[src/rtl/mul_acc_p_pkg.sv]
// Shared definitions for the mul_acc_p multiply-accumulate block:
// default operand width, FSM state encodings and a counter-width helper.
package mul_acc_p_pkg;

    // Default operand width in bits.
    localparam int DATAWIDTH = 8;

    // FSM state encodings.
    typedef enum logic [1:0] {
        ST_IDLE = 2'd0,
        ST_MULT = 2'd1,
        ST_DONE = 2'd2
    } state_e;

    // Width of a counter that must reach the value w.
    function automatic int cnt_width(input int w);
        return $clog2(w + 1);
    endfunction

endpackage

[src/rtl/mul_acc_p.sv]
// mul_acc_p: constant-time shift-and-add multiplier computing a*b+c.
// An operation is captured in IDLE, runs exactly WIDTH MULT cycles (no
// early exit when the multiplier runs out of ones, so latency never
// depends on operand values), then a DONE cycle registers the result and
// emits a one-cycle ready pulse. The result is 2*WIDTH+2 bits wide so it
// can feed the x input of the downstream modulo-p stage directly.
module mul_acc_p
    import mul_acc_p_pkg::*;
#(
    parameter int WIDTH = DATAWIDTH
) (
    input  logic                 clk,
    input  logic                 rst_n,
    input  logic                 enable,
    input  logic [WIDTH-1:0]     a,
    input  logic [WIDTH-1:0]     b,
    input  logic [2*WIDTH:0]     c,
    output logic [2*WIDTH+1:0]   result,
    output logic                 ready,
    output logic                 busy
);

    // Accumulator and shifted multiplicand share the full result width:
    // (2^W-1)^2 + (2^(2W+1)-1) < 2^(2W+2), so nothing can overflow.
    localparam int ACC_W = 2 * WIDTH + 2;
    localparam int CNT_W = cnt_width(WIDTH);
    localparam logic [CNT_W-1:0] CNT_LAST = CNT_W'(WIDTH - 1);
    localparam logic [CNT_W-1:0] CNT_ONE  = CNT_W'(1);

    state_e             state_q,  state_d;
    logic [ACC_W-1:0]   acc_q,    acc_d;
    logic [ACC_W-1:0]   mcand_q,  mcand_d;
    logic [WIDTH-1:0]   mplier_q, mplier_d;
    logic [CNT_W-1:0]   cnt_q,    cnt_d;
    logic [ACC_W-1:0]   result_q, result_d;
    logic               ready_q,  ready_d;

    // Next-state logic: capture in IDLE, one shift-and-add step per MULT
    // cycle, publish the accumulator in DONE.
    always_comb begin
        state_d  = state_q;
        acc_d    = acc_q;
        mcand_d  = mcand_q;
        mplier_d = mplier_q;
        cnt_d    = cnt_q;
        result_d = result_q;
        ready_d  = 1'b0;

        unique case (state_q)
            ST_IDLE: begin
                if (enable) begin
                    acc_d    = ACC_W'(c);
                    mcand_d  = ACC_W'(a);
                    mplier_d = b;
                    cnt_d    = '0;
                    state_d  = ST_MULT;
                end
            end
            ST_MULT: begin
                if (mplier_q[0]) begin
                    acc_d = acc_q + mcand_q;
                end
                mcand_d  = mcand_q << 1;
                mplier_d = mplier_q >> 1;
                cnt_d    = cnt_q + CNT_ONE;
                // Leave on the edge where cnt reaches WIDTH.
                if (cnt_q == CNT_LAST) begin
                    state_d = ST_DONE;
                end
            end
            ST_DONE: begin
                result_d = acc_q;
                ready_d  = 1'b1;
                state_d  = ST_IDLE;
            end
            default: begin
                state_d = ST_IDLE;
            end
        endcase
    end

    // State and datapath registers; reset clears everything asynchronously
    // so an aborted operation can never produce a ready pulse.
    always_ff @(posedge clk or negedge rst_n) begin
        if (!rst_n) begin
            state_q  <= ST_IDLE;
            acc_q    <= '0;
            mcand_q  <= '0;
            mplier_q <= '0;
            cnt_q    <= '0;
            result_q <= '0;
            ready_q  <= 1'b0;
        end else begin
            state_q  <= state_d;
            acc_q    <= acc_d;
            mcand_q  <= mcand_d;
            mplier_q <= mplier_d;
            cnt_q    <= cnt_d;
            result_q <= result_d;
            ready_q  <= ready_d;
        end
    end

    assign result = result_q;
    assign ready  = ready_q;
    // Busy in MULT and DONE; state is forced to IDLE by reset, so busy
    // drops immediately when rst_n goes low.
    assign busy   = (state_q != ST_IDLE);

endmodule

[config.mk]
export PLATFORM = sky130hd
export DESIGN_NAME = mul_acc_p
export DESIGN_NICKNAME = d
export VERILOG_FILES = /design/src/rtl/mul_acc_p_pkg.sv /design/src/rtl/mul_acc_p.sv
export SDC_FILE = /design/constraint.sdc
export NUM_CORES = 1
export LEC_CHECK = 0
export ABC_AREA = 1
export CORE_ASPECT_RATIO = 0.8
export CORE_MARGIN = 1.5
export CORE_UTILIZATION = 23
export CTS_CLUSTER_DIAMETER = 120
export DETAILED_ROUTE_END_ITERATION = 6
export GPL_TIMING_DRIVEN = 1
export PLACE_DENSITY = 0.43
export SYNTH_ARGS = -nofsm -noshare
export SYNTH_HDL_FRONTEND = slang
export SYNTH_SLANG_ARGS = --single-unit
[constraint.sdc]
create_clock -name clk -period 2.14 [get_ports clk]
set_input_delay 0.321 -clock clk [delete_from_list [all_inputs] [get_ports clk]]
set_output_delay 0.321 -clock clk [all_outputs]
set_load 0.05 [all_outputs]
==> results of run 1 <==
-- worst max-delay path, cell delays in order, from the launching register on --
cell	delay, ns
dfrtp_2	0.44
ha_2	0.21
fa_1	0.38
nand2_1	0.10
nand2_1	0.09
nand3_1	0.10
nand2_1	0.13
nand2_1	0.11
nand2_1	0.05
nand2_1	0.05
nand3_1	0.08
nand2_1	0.07
nand2_1	0.04
-- synth_stat cells, types with 3 or more instances --
cell | instances | area share (%)
a21oi_1 | 25 | 3.2
a22o_1 | 3 | 0.66
buf_2 | 7 | 0.89
clkbuf_1 | 7 | 0.66
dfrtp_1 | 69 | 44
ha_1 | 18 | 5.7
inv_1 | 64 | 6.1
inv_2 | 11 | 1.0
nand2_1 | 193 | 18
nand3_1 | 24 | 3.0
nor2_1 | 36 | 3.4
nor3_1 | 5 | 0.63
o21ai_0 | 18 | 2.3
o21ai_1 | 24 | 3.0
o22ai_1 | 9 | 1.4
xor2_1 | 7 | 1.6
-- area by class of cell --
cell class | instances | area, µm²
clock buffers | 12 | 246
clock inverters | 4 | 95.1
fillers | 1793 | 11500
inverters | 76 | 285
multi-input cells | 381 | 1870
flip-flops and latches | 69 | 1730
well taps | 220 | 275
repair buffers | 65 | 631
-- timing repair --
item                                    in CTS  in global routing
endpoints found under the setup margin       0                  4
resized for setup                            0                  2
buffers inserted                             0                  0
-- registers in the layout, indices dropped and copies added, names as in the netlist --
signal and cells:
result 18, mplier_q 8, acc_q 18, mcand_q 18
ready 1, state_q 2, cnt_q 4
-- cells in the final DEF (no fill, tap or decap), types with 3 or more instances in the layout --
| master | count |
|---|---|
| a21oi_1 | 25 |
| a22o_1 | 3 |
| buf_4 | 10 |
| bufinv_16 | 3 |
| clkbuf_16 | 9 |
| clkdlybuf4s50_1 | 53 |
| dfrtp_1 | 68 |
| ha_1 | 17 |
| inv_1 | 64 |
| inv_2 | 11 |
| nand2_1 | 193 |
| nand3_1 | 24 |
| nor2_1 | 36 |
| nor3_1 | 5 |
| o21ai_0 | 18 |
| o21ai_1 | 24 |
| o22ai_1 | 9 |
| xor2_1 | 7 |
-- metrics by stage --
stage | power [W] | setup WS (ns)
6_report | 0.00901 | 0.185
5_1_grt | 0.00989 | 0.00875
4_1_cts | 0.00911 | 0.0992
3_5_place_dp | 0.00736 | 0.115
3_3_place_gp | 0.00728 | 0.111
2_1_floorplan | 0.00594 | 0.404
-- worst paths after layout --
path / from / endpoint / depth (start not counted)
setup reg to reg: mcand_q[0] / acc_q[12] / 12
min in group clk: result[9] / result[9] / 2
max in group asynchronous: rst_n / mcand_q[0] / 2
setup / recovery: mcand_q[0] / acc_q[12] / 12
hold reg to reg: result[9] / result[9] / 2
hold / removal: rst_n / mcand_q[13] / 2
-- power groups by stage --
stage / Sequential, W / Clock, W / Combinational [W]
after floorplan: 0.00280 / 0 / 0.00314
after global placement: 0.00241 / 0 / 0.00487
after detailed placement: 0.00243 / 0 / 0.00493
after CTS: 0.00241 / 0.00176 / 0.00494
after global routing: 0.00250 / 0.00181 / 0.00558
final: 0.00240 / 0.00171 / 0.00490
-- kinds of logic after synthesis --
group                    count (synthesis)
buffers and inverters                   92
flip-flops                              69
adder cells (fa/ha/maj)                 19
XOR/XNOR                                 8
AND/OR/NAND/NOR                        270
AO/OA/AOI/OAI                           84
-- per-layer routing --
layer	track usage [%]	wire length, µm	vias to the layer above
li1	-	-	1845
met1	19.0	5780	1561
met2	17.8	4170	72
met3	3.09	594	8
met4	4.02	114	0
met5	0	0	-
==> flow_summary.toml, run 1 <==
[run_status]
status = "finished, final reports clean"

[cells_and_area]
nets = 657
drive_gt1_share_pct = 7.74
layout.cells.non_filler = 827
final_util_pct = 30.8
design_area_um2 = 5130
n_antenna_cell = 0
syn_to_final_growth_pct = 29.6

[pwr]
p_per_area_nw_per_um2 = 1760
seqPwrFrac_pct = 26.7
p_sw_share_pct = 46.4
peakVddDrop_mv = 0.463
pwr-share-comb_pct = 54.4
p_clk_share_pct = 18.9
p_int_w = 0.00482
p_sw_w = 0.00418
leakagePower_nw = 2.62

[flow_run]
max_cap_violations = 0

[placement]
gp_congestion = 0.835
dpl-instance-area_um2 = 4780
portBuffers = 55
place_inst = 811
place_hpwl_mm = 8.33

[cts]
clkLatencyLatePin_ns = 0.33
h-tree-depth = 3
clock_sinks = 69
cts-root-buf = "clkbuf_16"
cts_buffers = 9
clkTransAtPathRegs_ns = 0.06
cts_hold_buffers = 0
cts_max_path_buffers = 2
cts_tree = "yes"

[timing]
fin_worst_skew_ns = 0.00568
period_minus_slack_ns = 1.96
setup_tns_ns = 0
holdWs_ns = 0.0329
tightest_slew_ns = 0.514
fmax_mhz = 511
setup_viol = 0
rsz0062_at_grt = "false"
drv_slew = 0
slew_headroom_pct = 65.7
hold_violations = 0
finalCritPeriodShare_pct = 91.4

[yosys]
synthSimpleGateAreaFrac_pct = 27.7
synth_edf_count = 0
syn_area_um2 = 3960
synthAdderAreaFrac_pct = 6.20
ys_seq_elements = 69
synth_top_family_by_area = "simple AND/OR/NAND/NOR gates"
synth-xor-area-share_pct = 1.77
synth_compound_area_share_pct = 11.5
synth-main-ff-cell = "dfrtp_1"
synth_nets = 597
syn_inst = 542
synthMuxAreaShare_pct = 0
yosysUniqueCellTypes = 32
synth-async-reset-ratio_pct = 100
syn_avg_cell_area_um2 = 7.30
ys_seq_area_share_pct = 43.7
ys_warn_count = 0

[floorplanning]
initial_utilization_pct = 23.7
ios = 56
die_area_um2 = 18000
dieWidth_um = 150
dieHeight_um = 120
rows = 42
coreArea_um2 = 16700

[critical_path]
rrSetupSlack_ns = 0.18
path_class = "reg -> reg"
crit_arrival_ns = 2.18
path_max_fanout = 3
start_kind = "register"
worstPathRequired_ns = 2.36
end_kind = "register"

[global_route]
grt_overflow = 0
grt_pass1_vias = 3378
grt_antenna_before_repair = 0
track_usage_pct = 12.7
grt_max_degree = 38
grt_pass1_wl_mm = 17.4

[routing]
wire_per_inst_um = 12.9
drtPass1Iterations = 4
wl_mm = 10.7
drtIter0Drc = 172
vias = 3486
drc_errors = 0
ant_nets = 0
via_per_inst = 4.22

[worst_hold_path]
hold_class = "in -> async"
Note: power is estimated with default switching activity, not from simulation.
==> run 2: changes to the inputs <==
Settings changed: CORE_UTILIZATION 23 to 48, PLACE_DENSITY 0.43 to 0.75.
==> flow_summary.toml, run 2 (same netlist as run 1, synthesis figures left out) <==
[run_status]
status = "finished, final reports clean"

[floorplanning]
ios = 56
coreArea_um2 = 7950
dieHeight_um = 84.2
dieWidth_um = 104
die_area_um2 = 8800
rows = 29
initial_utilization_pct = 49.8

[timing]
setup_viol = 0
period_minus_slack_ns = 1.90
slew_headroom_pct = 66.8
drv_slew = 0
hold_violations = 0
rsz0062_at_grt = "false"
fin_worst_skew_ns = 0.0103
setup_tns_ns = 0
finalCritPeriodShare_pct = 88.9
fmax_mhz = 526
tightest_slew_ns = 0.497

[critical_path]
start_kind = "register"
cp_slowest_cell = "dfrtp_1"
rrSetupSlack_ns = 0.24
reg2reg_to = "acc_q[13]"
worstSetupStartpoint = "acc_q[11]"
r2r_start = "acc_q[11]"
path_cells = "ha_1 > nand2_1 > inv_1 > nand2_1 > inv_1 > a21oi_1 > nand2_1 > nand2_1 > nand3_1 > nand2_1 > nand2_1"
path_class = "reg -> reg"
crit_arrival_ns = 2.16
ff2ff_path_depth = 11
critPathCapture = "acc_q[13]"
max_stage_delay_ns = 0.45
path_max_fanout = 5
worstPathRequired_ns = 2.39
end_kind = "register"
cpMostUsedCell = "nand2_1"

[worst_hold_path]
hold_class = "reg -> reg"

[cells_and_area]
n_antenna_cell = 0
layout_common_cells = "193 x nand2_1, 69 x dfrtp_1, 64 x inv_1, 53 x clkdlybuf4s50_1, 36 x nor2_1"
syn_to_final_growth_pct = 23.7
design_area_um2 = 4890
drive_gt1_share_pct = 7.73
fillers = 716
final_common_cell = "nand2_1"
nets = 658

[placement]
dpl-instance-area_um2 = 4670
portBuffers = 55
gp_congestion = 0.867
place_hpwl_mm = 6.97

[flow_run]
max_cap_violations = 0

[cts]
postCtsSetupBuffers = 0
cts_max_path_buffers = 2
clkTransAtPathRegs_ns = 0.08
clkLatencyLatePin_ns = 0.36
cts_buffers = 9
cts-root-buf = "clkbuf_8"
cts_tree = "yes"
h-tree-depth = 3
clock_sinks = 69

[routing]
drc_errors = 0
drtPass1Iterations = 4
via_per_inst = 4.91
ant_nets = 0
wire_per_inst_um = 12.9
drtIter0Drc = 173
wl_mm = 9.21
vias = 3517

[pwr]
p_clk_share_pct = 13.2
pwr-share-comb_pct = 58.4
peakVddDrop_mv = 1.02
leakagePower_nw = 2.58
p_sw_share_pct = 48.8
total_power_w = 0.00839
p_per_area_nw_per_um2 = 1720
seqPwrFrac_pct = 28.4
p_sw_w = 0.00410
p_int_w = 0.00430

[global_route]
grt_antenna_before_repair = 0
grt_pass1_wl_mm = 15.6
grt_max_degree = 70
grt_pass1_vias = 3305
track_usage_pct = 22.6
grt_overflow = 0
==> run 2: cell types whose count changed in the layout (fill, tap and decap cells not counted) <==
| cell | change |
|---|---|
| buf_12 | +2 |
| buf_4 | -3 |
| bufinv_16 | -2 |
| clkbuf_1 | -2 |
| clkbuf_16 | -9 |
| clkbuf_8 | +10 |
| clkinv_4 | +1 |
| clkinvlp_4 | +2 |
| dfrtp_1 | +1 |
| dfrtp_2 | -1 |
| dlygate4sd3_1 | +1 |
| dlymetal6s2s_1 | +1 |
==> run 2: worst min-delay path by stage <==
stage | startpoint | endpoint | slack, ns | depth (start not counted)
floorplan | rst_n | acc_q[0] | 0.03 | 0
global placement | rst_n | ready | 0.37 | 2
detailed placement | rst_n | acc_q[14] | 0.37 | 2
CTS | result[14] | result[14] | 0.48 | 2
global route | cnt_q[3] | state_q[1] | 0.49 | 1
finish | result[3] | result[3] | 0.47 | 2
==> run 2: repair_timing <==
action	CTS	global route
setup endpoints to repair	0	2
resized for setup	0	2
hold buffers	1	0
hold endpoints to repair	9	0
==> run 2: routing by layer <==
| layer | global-route usage [%] | wire [µm] |
|---|---|---|
| met3 | 5.05 | 591 |
| met2 | 33.7 | 3890 |
| met5 | 0 | 0 |
| met4 | 6.57 | 85 |
| met1 | 33.1 | 4640 |
==> run 2: worst max-delay path, delay by kind of cell, from the launching register on <==
family	cells	cell delay (ns)
flops	1	0.45
simple gates	7	0.63
buf+inv	2	0.12
compound gates	1	0.19
fa+ha+maj	1	0.41
==> run 2: layout make-up <==
cell class | instances | area, µm² | share of cell area [%]
well taps | 108 | 135 | 2.76
clock inverters | 5 | 58.8 | 1.20
clock buffers | 11 | 151 | 3.09
inverters | 76 | 285 | 5.83
multi-input cells | 381 | 1870 | 38.1
flip-flops and latches | 69 | 1730 | 35.3
repair buffers | 66 | 671 | 13.7
==> run 2: power by group through the flow <==
stage	combinational (W)	sequential, W	clock [W]
4_1_cts	0.00491	0.00238	0.00113
2_1_floorplan	0.00314	0.00280	0
3_3_place_gp	0.00479	0.00238	0
5_1_grt	0.00554	0.00247	0.00119
3_5_place_dp	0.00489	0.00240	0
6_report	0.00490	0.00238	0.00111
==> run 2: per-stage QoR <==
step	setup slack (ns)	utilization, %	cells	hold WS [ns]
floorplan	0.404	-	542	0.0254
global placement	0.222	58.7	699	0.368
detailed placement	0.189	58.7	699	0.369
CTS	0.00855	61.5	716	0.477
global route	0.0503	61.6	716	0.490
finish	0.237	61.6	716	0.471
==> run 3: changes to the inputs <==
Settings changed: RECOVER_POWER set to 100, SKIP_CTS_REPAIR_TIMING set to 1.
==> flow_summary.toml, run 3 (same netlist as run 1, synthesis figures left out) <==
[run_status]
status = "finished with violations"
violations = "capacitance limit, slew limit"

[cells_and_area]
nets = 657
layout.cells.non_filler = 715
multi_input_area_um2 = 1860
syn_to_final_growth_pct = 22.6
n_antenna_cell = 0
final_common_cell = "nand2_1"
regArea_um2 = 1730
drive_gt1_share_pct = 6.43
final_util_pct = 61.0
layout_common_cells = "195 x nand2_1, 69 x inv_1, 69 x dfrtp_1, 37 x nor2_1, 34 x clkdlybuf4s50_1"
fillers = 723

[routing]
wl_mm = 9.19
ant_nets = 0
drtPass1Iterations = 5
vias = 3554
drtIter0Drc = 175
wire_per_inst_um = 12.9
via_per_inst = 4.97
drc_errors = 0

[timing]
fin_worst_skew_ns = 0.00798
rsz0062_at_grt = "false"
slew_headroom_pct = -13.1
setup_viol = 0
period_minus_slack_ns = 1.94
tightest_slew_ns = 1.70
setup_tns_ns = 0
fmax_mhz = 515
finalWorstSetupSlack_ns = 0.198
hold_violations = 0
drv_slew = 70
finalCritPeriodShare_pct = 90.8

[critical_path]
crit_arrival_ns = 2.19
cpMostUsedCell = "nand2_1"
rrSetupSlack_ns = 0.20
path_cells = "ha_1 > nand2_1 > inv_1 > nand2_1 > inv_1 > a21oi_1 > nand2_1 > nand2_1 > nand3_1 > nand2_1 > nand2_1"
reg2reg_to = "acc_q[13]"
worstPathRequired_ns = 2.39
path_max_fanout = 5
critPathCapture = "acc_q[13]"
worstSetupStartpoint = "acc_q[11]"
start_kind = "register"
ff2ff_path_depth = 11
end_kind = "register"
path_class = "reg -> reg"
cp_slowest_cell = "dfrtp_1"
r2r_start = "acc_q[11]"
max_stage_delay_ns = 0.45

[placement]
pre_cts_ws_ns = 0.189
gp_congestion = 0.867
place_hpwl_mm = 6.97
portBuffers = 55
place_inst = 699

[worst_hold_path]
hold_class = "reg -> reg"
min_from = "result[3]"

[floorplanning]
dieWidth_um = 104
rows = 29
ios = 56
coreArea_um2 = 7950
dieHeight_um = 84.2
die_area_um2 = 8800
initial_utilization_pct = 49.8

[pwr]
seqPwrFrac_pct = 28.7
p_sw_w = 0.00407
leakagePower_nw = 2.59
peakVddDrop_mv = 0.962
p_per_area_nw_per_um2 = 1710
p_clk_share_pct = 13.3
p_int_w = 0.00421
p_sw_share_pct = 49.1
total_power_w = 0.00827
pwr-share-comb_pct = 57.9

[cts]
clkLatencyLatePin_ns = 0.35
clkTransAtPathRegs_ns = 0.08
cts_buffers = 9
h-tree-depth = 3
clock_sinks = 69
cts_tree = "yes"
cts-root-buf = "clkbuf_8"
cts_max_path_buffers = 2

[global_route]
grt_max_degree = 70
track_usage_pct = 22.6
grt_antenna_before_repair = 0
grt_pass1_vias = 3305
grt_pass1_wl_mm = 15.6
grt_overflow = 0

[flow_run]
max_cap_violations = 1
-- run 3: cell count changes in the layout (fill, tap and decap cells not counted), sizes merged --
cell,delta
buf,-2
clkbuf,+3
dlymetal6s2s,-1
clkdlybuf4s50,-19
dlygate4sd3,+18
-- run 3: cell type report --
cell class	count	share of cell area [%]
clock buffers	11	3.12
clock inverters	5	1.21
inverters	76	5.88
multi-input cells	381	38.3
flip-flops and latches	69	35.6
well taps	108	2.79
repair buffers	65	13.1
-- run 3: worst min path at each step --
stage	cells after the start	slack [ns]	endpoint
finish	2	0.47	result[3]
global route	1	0.49	state_q[1]
CTS	2	-0.007	result[12]
detailed placement	2	0.37	acc_q[14]
global placement	2	0.37	ready
floorplan	0	0.03	acc_q[0]
-- run 3: critical path, delay by kind of cell, from the launching register on --
| family | cells | cell delay, ns |
|---|---|---|
| AOI/OAI and AO/OA | 1 | 0.20 |
| adders and majority gates | 1 | 0.41 |
| buffers and inverters | 2 | 0.12 |
| DFF | 1 | 0.45 |
| and+or+nand+nor | 7 | 0.64 |
-- run 3: metal layers --
metal	track usage (%)	routed length, µm
met1	33.1	4730
met2	33.7	3850
met3	5.05	501
met4	6.57	114
met5	0	0
-- run 3: stage by stage --
step,instance area [µm²],hold WS [ns]
finish,4850,0.466
detailed placement,4670,0.369
CTS,4880,-0.00679
global placement,4670,0.368
floorplan,3960,0.0254
global route,4850,0.490
-- run 3: power by group through the flow --
stage / combinational (W) / sequential (W) / clock [W]
final: 0.00479 / 0.00237 / 0.00110
after global routing: 0.00544 / 0.00246 / 0.00119
after CTS: 0.00491 / 0.00238 / 0.00113
after detailed placement: 0.00489 / 0.00240 / 0
after global placement: 0.00479 / 0.00238 / 0
after floorplan: 0.00314 / 0.00280 / 0
==> edit 1: new RTL, flow settings as in run 3 <==
`result_q` no longer has a reset.
--- a/src/rtl/mul_acc_p.sv
+++ b/src/rtl/mul_acc_p.sv
@@ -89,5 +89,4 @@
             mplier_q <= '0;
             cnt_q    <= '0;
-            result_q <= '0;
             ready_q  <= 1'b0;
         end else begin
@@ -97,7 +96,10 @@
             mplier_q <= mplier_d;
             cnt_q    <= cnt_d;
-            result_q <= result_d;
             ready_q  <= ready_d;
         end
+    end
+
+    always_ff @(posedge clk) begin
+        result_q <= result_d;
     end
 
Check against the original RTL: no difference found for any inputs over 10 cycles, from zero or initial values and one cycle with rst_n low; that may be too few to reach the edited logic, so the function may still have changed.
==> edit 1 against run 3 <==
- power fell by 11%
- area after synthesis fell by 0.22%
- design area fell by 2.3%
- wire length fell by 2.7%
- hold slack improved by 0.027 ns
- utilization fell by 1.4 points
- sequential cell count did not move
- setup slack got worse by 0.020 ns
- critical endpoint is now acc_q[9]
- largest power group unchanged
- highest routed layer unchanged
==> edit 1: results (changes against run 3) <==
| Metric | Value |
|---|---|
| Drt pass-1 iters | `4 (-1)` |
| Placed cell area | `4553 um^2 (-2.5%)` |
| Worst Path Arrival | `2.21 ns (+0.02 ns)` |
| Root buffer cell | `clkbuf_8` |
| Prevailing post-synth register cell | `dfrtp_1` |
| Clock buffer depth | `2 (unchanged)` |
| H-tree levels | `3 (unchanged)` |
| GRT Util Overall | `22.24% (-0.35 points)` |
| Largest net degree at the start of global routing | `52 (-26%)` |
| Clock-pin slew on the worst setup and hold paths | `0.08 ns (about the same)` |
| Sequential fraction of the synthesis area | `46.04% (+2.4 points)` |
| Vias in the first global route | `3159 (-4.4%)` |
| Post-synth EDFFs | `18 (+18)` |
| Synthesis warning total | `0 (unchanged)` |
| Number of fill cells | `684 (-5.4%)` |
| WHS Endpoint | `result[12]` |
| Tightest Pin Transition | `1.312 ns (-0.3846 ns)` |
| Vias | `3317 (-6.7%)` |
| Ratio of cells with drive above 1 in the final layout | `7.143% (+0.72 points)` |
| Drt first-iter violations | `186 (+6.3%)` |
| Maximum VDD drop | `734.5 uV (-24%)` |
| Largest cells by area after synthesis | `dfrtp_1 (32%), nand2_1 (14%), edfxtp_1 (14%)` |
| Total CTS buffers | `9 (unchanged)` |
| Leakage | `2.347 nW (-9.5%)` |
| Fraction of registers with async set/reset | `73.91% (-26 points)` |
| IO Port Bufs | `55 (unchanged)` |
| DR WL/cell | `13.67 um (+6.3%)` |
| Slowest-stage cell, CP | `nand2_2` |
| Commonest cells post-synth | `nand2_1 (145), inv_1 (67), dfrtp_1 (51)` |
| Final net count | `596 (-9.3%)` |
| Worst clock skew | `0.006538 ns (-0.001439 ns)` |
| Worst skew pair latency | `0.36 ns` |
| HP Start | `acc_q[12]` |
| Crit Path Max Fanout | `41 (+36)` |
| Worst reg2reg path depth | `5 (-6)` |
| Status | `finished, final reports clean` |
| Worst hold path class | `reg -> reg` |
| Reg2reg end | `acc_q[9]` |
| First-pass GRT wire length | `15370 um (-1.6%)` |
| Antenna violations before repair | `0 (unchanged)` |
| Worst R2R Setup Slack | `0.18 ns (-0.02 ns)` |
| Syn_nets | `538 (-9.9%)` |
| Count of different cell masters after synthesis | `38 (+19%)` |
| Worst R2R Start | `state_q[0]` |
| CP max stage delay | `0.57 ns (+0.12 ns)` |
| DPL Wire Length | `6128 um (-12%)` |
| Worst Hold Depth | `0 (-2)` |
| GPL Wtd Cong | `0.9302 (+7.3%)` |
| N_diodes | `0 (unchanged)` |
## edit 1: cell count changes in the layout (fill, tap and decap cells not counted), moves of 6 or more
cell / change
o21ai_0: +6
nand2_1: -50
buf_4: -6
edfxtp_1: +18
dfrtp_1: -18
o21ai_1: -15
## edit 1: cells by family (layout without fill, tap and decap cells)
logic type | Yosys count | after routing | share of synthesized area, %
simple gates | 224 | 224 | 24.67
xor+xnor | 8 | 8 | 1.776
fa+ha+maj | 19 | 19 | 6.214
buf+inv | 83 | 146 | 9.924
compound gates | 80 | 80 | 11.38
flops | 69 | 69 | 46.04
## edit 1: stage by stage
stage / util (%) / power (mW) / worst slack (ns) / hold WS [ns] / instances
2_1_floorplan: - / 5.403 / 0.4089 / 0.02541 / 483
3_5_place_dp: 57.30 / 6.198 / 0.2073 / 0.3358 / 637
3_3_place_gp: 57.30 / 6.073 / 0.2580 / 0.3310 / 637
4_1_cts: 60.07 / 7.406 / 0.1794 / -0.05129 / 653
6_report: 59.64 / 7.322 / 0.1772 / 0.4932 / 654
5_1_grt: 59.64 / 8.010 / 0.009049 / 0.5064 / 654
## edit 1: final cells by class
cell class	instances	area (um^2)	area share, %
Timing Repair Buffer	60	569.3	12.01
Clock buffer	12	166.4	3.511
Multi-Input combinational cell	331	1723	36.35
Clock inverter	4	53.80	1.135
Sequential cell	69	1817	38.33
Inverter	70	275.3	5.808
Tap cell	108	135.1	2.851
## edit 1: report_power, final
| group | leakage (nW) | internal, mW | switching [mW] | total [mW] |
|---|---|---|---|---|
| Clock | 0.104 | 0.643 | 0.520 | 1.16 |
| Sequential | 0.804 | 1.86 | 0.352 | 2.21 |
| Combinational | 1.44 | 1.40 | 2.55 | 3.95 |
## edit 1: worst max-delay path, delay by kind of cell (launching register included)
| family | cells | cell delay [ns] |
|---|---|---|
| buffers and inverters | 1 | 0.23 |
| flip-flops | 1 | 0.48 |
| AND/OR/NAND/NOR | 4 | 1.14 |
## edit 1: worst max-delay path by stage
stage | cells after the start | to | slack, ns
floorplan | 12 | acc_q[16] | 0.41
global placement | 12 | acc_q[16] | 0.26
detailed placement | 12 | acc_q[12] | 0.21
CTS | 12 | acc_q[12] | 0.18
global route | 12 | acc_q[14] | 0.009
finish | 5 | acc_q[9] | 0.18
## edit 1: routing by layer
| metal | vias to the layer above | global-route usage [%] | share of wire [%] | routed length (um) |
|---|---|---|---|---|
| met2 | 79 | 33.43 | 45 | 4023 |
| met1 | 1564 | 31.41 | 49 | 4417 |
| met3 | 9 | 6.089 | 4.5 | 403 |
| met5 | - | 0 | 0 | 0 |
| met4 | 0 | 6.944 | 1.1 | 96 |
| li1 | 1665 | - | - | - |
==> edit 2: new RTL, flow settings as in run 3 <==
Made on the original files. The package constant `DATAWIDTH` goes from 8 to 9.
--- a/src/rtl/mul_acc_p_pkg.sv
+++ b/src/rtl/mul_acc_p_pkg.sv
@@ -4,5 +4,5 @@
 
     // Default operand width in bits.
-    localparam int DATAWIDTH = 8;
+    localparam int DATAWIDTH = 9;
 
     // FSM state encodings.
Ports: changed (resized a, b, c and result); port bits go from 56 to 62. No check against the original RTL was run, so the function may have changed too.
==> edit 2 against run 3 <==
- power is 15% higher
- sequential cell count is 7 higher
- count of clock-buffer cells in the layout stayed put
- sequential power is 8% higher
- clock skew is 0.0028 ns lower
- area after synthesis is 12% higher
- wire length is 19% higher
- utilization is 0.45 points lower
- sequential share of layout area is 0.72 points lower
- maximum frequency is 1.2% lower
- design area is 12% higher
- global-route usage is 1.4 points higher
- setup slack worse by 0.024 ns
- first-iteration DRC count is 6.3% lower
- largest power group unchanged
==> edit 2: results (changes against run 3) <==
| Metric | Value |
|---|---|
| Count of different cell masters after synthesis | `36 (+13%)` |
| Syn_nets | `649 (+8.7%)` |
| Sequential fraction of the synthesis area | `43.01% (-0.65 points)` |
| Multiplexer share of the synthesized area | `0% (unchanged)` |
| Met2 wire length | `4856 um (+26%)` |
| IO Port Bufs | `61 (+11%)` |
| Uppermost layer routed | `met4` |
| Pre-CTS WS | `0.1427 ns (-0.04673 ns)` |
| Final wirelength | `10930 um (+19%)` |
| Via density | `5.174 (+4.1%)` |
| Status | `finished, final reports clean` |
| Mean Syn Cell Area | `7.533 um^2 (+3.2%)` |
| Worst clock skew | `0.005168 ns (-0.002809 ns)` |
| Root buffer cell | `clkbuf_16` |
| DPL Wire Length | `8070 um (+16%)` |
| DR WL/cell | `14.16 um (+10%)` |
| M1 WL | `5348 um (+13%)` |
| Clock-pin slew on the worst setup and hold paths | `0.06 ns (-0.02 ns)` |
| Cell total after placement | `755 (+8.0%)` |
| Largest cells by area after synthesis | `dfrtp_1 (43%), nand2_1 (17%), ha_1 (5.9%)` |
| GPL Wtd Cong | `0.9219 (+6.3%)` |
| Synth Area in Adders | `6.395% (+0.19 points)` |
| GRT Util Overall | `23.99% (+1.4 points)` |
| Commonest cells post-synth | `nand2_1 (197), dfrtp_1 (76), inv_1 (65)` |
| Ratio of cells with drive above 1 in the final layout | `6.849% (+0.42 points)` |
| Largest net degree at the start of global routing | `39 (-44%)` |
| Final net count | `715 (+8.8%)` |
| Vias in the first global route | `3748 (+13%)` |
| Maximum VDD drop | `925.5 uV (-3.8%)` |
| Crit Path Max Fanout | `6 (+1)` |
| Post-synthesis compound-gate area fraction | `13.41% (+2.0 points)` |
==> edit 2: cell types whose count changed in the layout (fill, tap and decap cells not counted), moves of 4 or more <==
cell and delta:
o211ai_1 +4, o21ai_2 +5, nand3_1 +7, clkbuf_16 +9, ha_1 +4, o21ai_0 +12
o21ai_1 -12, dfrtp_1 +7, clkdlybuf4s50_1 +4, nor2_1 +7, clkbuf_8 -9
==> edit 2: power breakdown <==
group | internal (mW) | leakage (nW) | switching (mW)
Combinational | 1.83 | 1.68 | 3.48
Clock | 1.08 | 0.158 | 0.573
Sequential | 2.08 | 0.942 | 0.483
==> edit 2: worst paths after layout <==
check	end	from	slack [ns]	cells past startpoint
max	acc_q[11]	mcand_q[2]	0.17	11
min	result[17]	result[17]	0.46	2
max reg2reg	acc_q[11]	mcand_q[2]	0.17	11
min reg2reg	result[17]	result[17]	0.46	2
max in group asynchronous	result[4]	rst_n	0.45	3
min in group asynchronous	result[18]	rst_n	0.60	2
==> edit 2: layer usage <==
| metal | global-route usage (%) | vias to the layer above |
|---|---|---|
| met1 | 33.84 | 1854 |
| li1 | - | 2028 |
| met5 | 0 | - |
| met3 | 4.639 | 6 |
| met2 | 37.37 | 106 |
| met4 | 7.576 | 0 |
==> edit 2: final cells by class <==
class	count	area, um^2
clock buffer	11	252.7
timing repair buffer	72	665.6
tap	115	143.9
multi-input combinational	421	2132
clock inverter	4	72.57
sequential	76	1902
fill	856	3547
inverter	73	282.8
==> edit 2: critical path, cell delays in order, from the launching register on <==
cell,delay [ns]
dfrtp_1,0.41
ha_1,0.38
nand2_1,0.12
nand3_1,0.20
nand2_1,0.11
nand3_1,0.15
nand2_1,0.12
nand2_1,0.05
nand2_1,0.06
nand3_1,0.10
nand2_1,0.11
nand2_1,0.05
